$ cat src/rtl/alu_seq.sv
// Multi-byte sequencer: runs one wide operation through the shared 8-bit ALU,
// one byte per cycle with the carry chained between bytes.
module alu_seq #(
    parameter  int NBYTES = 4,
    localparam int W      = 8 * NBYTES,
    localparam int IW     = $clog2(NBYTES)
) (
    input  logic         clk,
    input  logic         rst_n,
    input  logic         req_valid,
    output logic         req_ready,
    input  logic [W-1:0] req_a,
    input  logic [W-1:0] req_b,
    input  logic [3:0]   req_op,
    input  logic         req_xy,
    input  logic         req_cin,
    input  logic         req_msb_first,
    output logic         rsp_valid,
    input  logic         rsp_ready,
    output logic [W-1:0] rsp_q,
    output logic         rsp_cout,
    output logic         rsp_zero,
    output logic [7:0]   alu_a,
    output logic [7:0]   alu_b,
    output logic [3:0]   alu_op,
    output logic         alu_xy,
    output logic         alu_cin,
    input  logic [7:0]   alu_q,
    input  logic         alu_cout
);

    typedef enum logic [1:0] {IDLE, RUN, DONE} state_t;

    state_t        state, state_nx;
    logic [W-1:0]  a_r, b_r, res, res_nx;
    logic [3:0]    op_r;
    logic          xy_r, msb_r, carry;
    logic [IW-1:0] idx, p;
    logic          last;

    assign last      = (idx == IW'(NBYTES - 1));
    assign req_ready = (state == IDLE);
    assign rsp_valid = (state == DONE);

    always_comb begin
        state_nx = state;
        res_nx   = res;
        alu_a    = 8'h00;
        alu_b    = 8'h00;
        alu_op   = 4'h0;
        alu_xy   = 1'b0;
        alu_cin  = 1'b0;
        p        = msb_r ? (IW'(NBYTES - 1) - idx) : idx;
        case (state)
            IDLE: if (req_valid) state_nx = RUN;
            RUN: begin
                alu_a  = a_r[8*p +: 8];
                alu_b  = b_r[8*p +: 8];
                alu_xy = xy_r;
                alu_cin = carry;
                alu_op = op_r;
                // Adder-class ops switch to their carry-consuming form after byte 0.
                if (op_r[3:2] == 2'b10 && idx != '0) alu_op[0] = 1'b1;
                res_nx[8*p +: 8] = alu_q;
                if (last) state_nx = DONE;
            end
            DONE: if (rsp_ready) state_nx = IDLE;
            default: state_nx = IDLE;
        endcase
    end

    always_ff @(posedge clk or negedge rst_n) begin
        if (!rst_n) begin
            state    <= IDLE;
            a_r      <= '0;
            b_r      <= '0;
            op_r     <= '0;
            xy_r     <= 1'b0;
            msb_r    <= 1'b0;
            carry    <= 1'b0;
            idx      <= '0;
            res      <= '0;
            rsp_q    <= '0;
            rsp_cout <= 1'b0;
            rsp_zero <= 1'b1;
        end else begin
            state <= state_nx;
            case (state)
                IDLE: begin
                    if (req_valid) begin
                        a_r   <= req_a;
                        b_r   <= req_b;
                        op_r  <= req_op;
                        xy_r  <= req_xy;
                        msb_r <= req_msb_first;
                        carry <= req_cin;
                        idx   <= '0;
                        res   <= '0;
                    end
                end
                RUN: begin
                    res   <= res_nx;
                    carry <= alu_cout;
                    if (last) begin
                        rsp_q    <= res_nx;
                        rsp_cout <= alu_cout;
                        rsp_zero <= (res_nx == '0);
                    end else begin
                        idx <= idx + 1'b1;
                    end
                end
                default: ;
            endcase
        end
    end

endmodule

$ cat config.mk
export PLATFORM = sky130hd
export DESIGN_NAME = alu_seq
export DESIGN_NICKNAME = d
export VERILOG_FILES = /design/src/rtl/alu_seq.sv
export SDC_FILE = /design/constraint.sdc
export NUM_CORES = 1
export LEC_CHECK = 0
export BUFFER_PORTS_ARGS = -buffer_cell sky130_fd_sc_hd__buf_2
export CORE_MARGIN = 4
export CORE_UTILIZATION = 45
export DETAILED_ROUTE_END_ITERATION = 10
export PLACE_DENSITY = 0.71
export SLEW_MARGIN = 40
export SYNTH_ARGS = -nofsm -noshare
export SYNTH_HDL_FRONTEND = slang
export SYNTH_SLANG_ARGS = --single-unit
$ cat constraint.sdc
create_clock -name clk -period 2.1 [get_ports clk]
set_input_delay 0.105 -clock clk [delete_from_list [all_inputs] [get_ports clk]]
set_output_delay 0.105 -clock clk [all_outputs]
set_load 0.01 [all_outputs]
==> flow_metrics.tcl <==
set metrics [dict create \
    status "finished, violations left" \
    violations "setup timing" \
    cp-end-kind "output port" \
    hp-class "in2reg" \
    cts_buffers 17 \
    row_count 43 \
    htreeDepth 4 \
    total_power_uw 14300 \
    grt_pass1_vias 6352 \
    synthTopCellsByArea "dfrtp_1 (54%), nand2_1 (15%), a22o_1 (3.9%)" \
    place_ws_ps 24.6 \
    die_area_sq_mm 0.0163 \
    timing_hold_violations_final 0 \
    fp.dieW_um 128 \
    coreArea_sq_mm 0.0140 \
    rr_worst_depth 6 \
    grt_overflow 0 \
    synth_edf_count 0 \
    critPathLaunchType "register" \
    postRouteWirelength_um 19600 \
    postRouteAntennaNets 0 \
    initial_utilization_pct 46.1 \
    vias 6114 \
    grt_pass1_wl_um 32300 \
    seq_area_frac_synth_pct 54.7 \
    hpwl_um 12100 \
    setup_ws_ps -133 \
    io_pins 142 \
    finalSetupViolCount 16 \
    gp_congestion 0.893 \
    cts_tree "done" \
    synth.most_common_cell "nand2_1" \
    area_delta_synth_final_pct 40.8 \
    skew_ps 7.06 \
    finalMaxSlewViolations 0 \
    synthCells 707 \
    yosysTopAreaCell "dfrtp_1" \
    finalCritPeriodShare_pct 106 \
    nNetsFinal 1031 \
    fin_util_pct 65.0 \
    cap_viol_max_count 0 \
    insertion_delay_ps 430 \
    cts_buffer_depth 2 \
    syn_avg_cell_area_sq_um 9.13 \
    fp.dieH_um 128 \
    grtUsageTotal_pct 25.1 \
    synth_warnings 0 \
    antenna_found_initial 0 \
    critPathKind "reg2out" \
    pwr_density_cell_mw_per_mm2 1570 \
    drc 0 \
    root_buffer "clkbuf_16" \
    routed_via_density 5.37 \
    whs_path_depth 3 \
    synth_top_area_share_pct 54.3 \
    yosys-top-cells-count "nand2_1 (258), dfrtp_1 (140), o21ai_0 (50)" \
    arrival_ps 2130 \
    regArea_sq_mm 0.00353 \
    leakagePower_uw 0.00464 \
    routedWlPerCell_um 17.2 \
    async_flop_share_pct 100 \
    n_antenna_cell 0 \
    portBuffers 141 \
    cp.required_ps 2000 \
    num-fill-cells 1132 \
    synth_nets 793 \
    path_max_fanout 14 \
    multiInputGateArea_sq_mm 0.00276 \
    ys.flop_type "dfrtp_1" \
    tightest_slew_ps 613 \
    ys_seq_elements 141 \
    ys_types 52 \
    clkSlewWorstSetupHoldPaths_ps 50 \
    finalCriticalPeriod_ps 2230 \
    first_iter_violations 492 \
    cts_sinks 141 \
    drive_gt1_share_pct 25.8 \
    max_freq_mhz 448 \
    grt_start_max_net_pins 55 \
    first_pass_iters 5 \
    peakVddDrop_mv 0.821 \
    slew_headroom_pct 58.7 \
    rsz0062_at_grt "true" \
    synthesis.area_sq_mm 0.00645 \
]
[critical path, stage by stage, from the launching register on]
cell and delay, ps:
dfrtp_2 460, nor3b_1 170, o21a_2 250, buf_12 150, a22o_1 230, a221o_1 290, buf_2 150
[layout make-up]
| type | count | share of cell area (%) |
|---|---|---|
| flip-flops and latches | 141 | 38.9 |
| multi-input cells | 511 | 30.4 |
| repair buffers | 265 | 21.2 |
| clock buffers | 21 | 5.07 |
| well taps | 180 | 2.48 |
| clock inverters | 11 | 1.56 |
| inverters | 9 | 0.372 |
[metal layers]
metal | up-vias | routed length [um] | global-route usage, % | share of wire (%)
li1 | 2885 | - | - | -
met1 | 2905 | 8050 | 32.0 | 41
met2 | 279 | 9600 | 41.1 | 49
met3 | 45 | 1420 | 6.29 | 7.2
met4 | 0 | 524 | 10.4 | 2.7
met5 | - | 0 | 0 | 0
[per-stage QoR]
stage | instances | instance area [sq um] | hold WS, ps | setup TNS [ps]
6_report | 1138 | 9090 | 37.7 | -1400
2_1_floorplan | 707 | 6450 | -191 | 0
3_5_place_dp | 1022 | 7560 | 92.9 | 0
4_1_cts | 1136 | 9020 | 23.2 | -1630
3_3_place_gp | 1022 | 7560 | 99.6 | 0
5_1_grt | 1138 | 9090 | 43.1 | -3000
[final timing paths]
kind                                          from                   end  slack (ps)
worst max-delay path            idx[1]$_DFFE_PN0P_              alu_b[5]        -130
worst min-delay path                      alu_q[7]   res[31]$_DFFE_PN0P_          40
worst max register to register   msb_r$_DFFE_PN0P_  rsp_zero$_DFFE_PN1P_          80
worst min register to register    xy_r$_DFFE_PN0P_      xy_r$_DFFE_PN0P_         470
max in group asynchronous                    rst_n  rsp_q[7]$_DFFE_PN0P_        1140
min in group asynchronous                    rst_n  state[1]$_DFFE_PN0P_         210
[state kept, by name, summed over array words and instances, names as in the netlist, 2 cells and up]
| name | flops |
|---|---|
| a_r | 32 |
| b_r | 32 |
| idx | 2 |
| op_r | 4 |
| res | 32 |
| rsp_q | 32 |
| state | 2 |
[cell usage in the layout (no fill, tap or decap), types with 3 or more instances in the layout]
cell	synthesis	routed
nand2_1	258	256
a22o_1	29	29
buf_2	7	139
inv_1	8	8
a22oi_1	13	13
nor2b_1	4	4
o21ai_0	50	50
buf_12	0	6
dlygate4sd3_1	0	75
nor3_1	4	4
dfrtp_2	0	3
dfrtp_1	140	137
nand2b_1	4	3
a21o_1	7	7
clkinv_2	0	4
clkinvlp_4	0	3
clkbuf_16	0	17
a221o_1	14	14
buf_6	2	7
mux2i_1	5	5
a31oi_1	7	7
a21oi_1	16	15
o22ai_1	4	4
and2_1	10	9
nand3_1	10	10
and3_1	7	7
nor2_1	30	28
a32o_1	3	3
buf_4	2	38
bufinv_16	0	3
[power by group]
part / total, uW / internal, uW / switching, uW
logic: 6630 / 2910 / 3720
registers: 4620 / 3890 / 729
clock network: 3060 / 1920 / 1140
[timing repair]
action	in CTS	in global routing
hold buffers	75	0
gates resized for setup	14	12
setup endpoints to repair	18	24
endpoints found under the hold margin	121	0
buffers inserted	7	2
cloned	0	0
pin swaps	4	4
[cell families after synthesis]
kind of cell,Yosys count,share of synthesized area [%]
fa+ha+maj,2,0.388
buf+inv,55,3.68
mux,9,1.82
flops,141,54.7
compound gates,157,17.3
simple gates,340,21.7
xor+xnor,3,0.407
No activity file was read; power rests on OpenSTA's default activity.
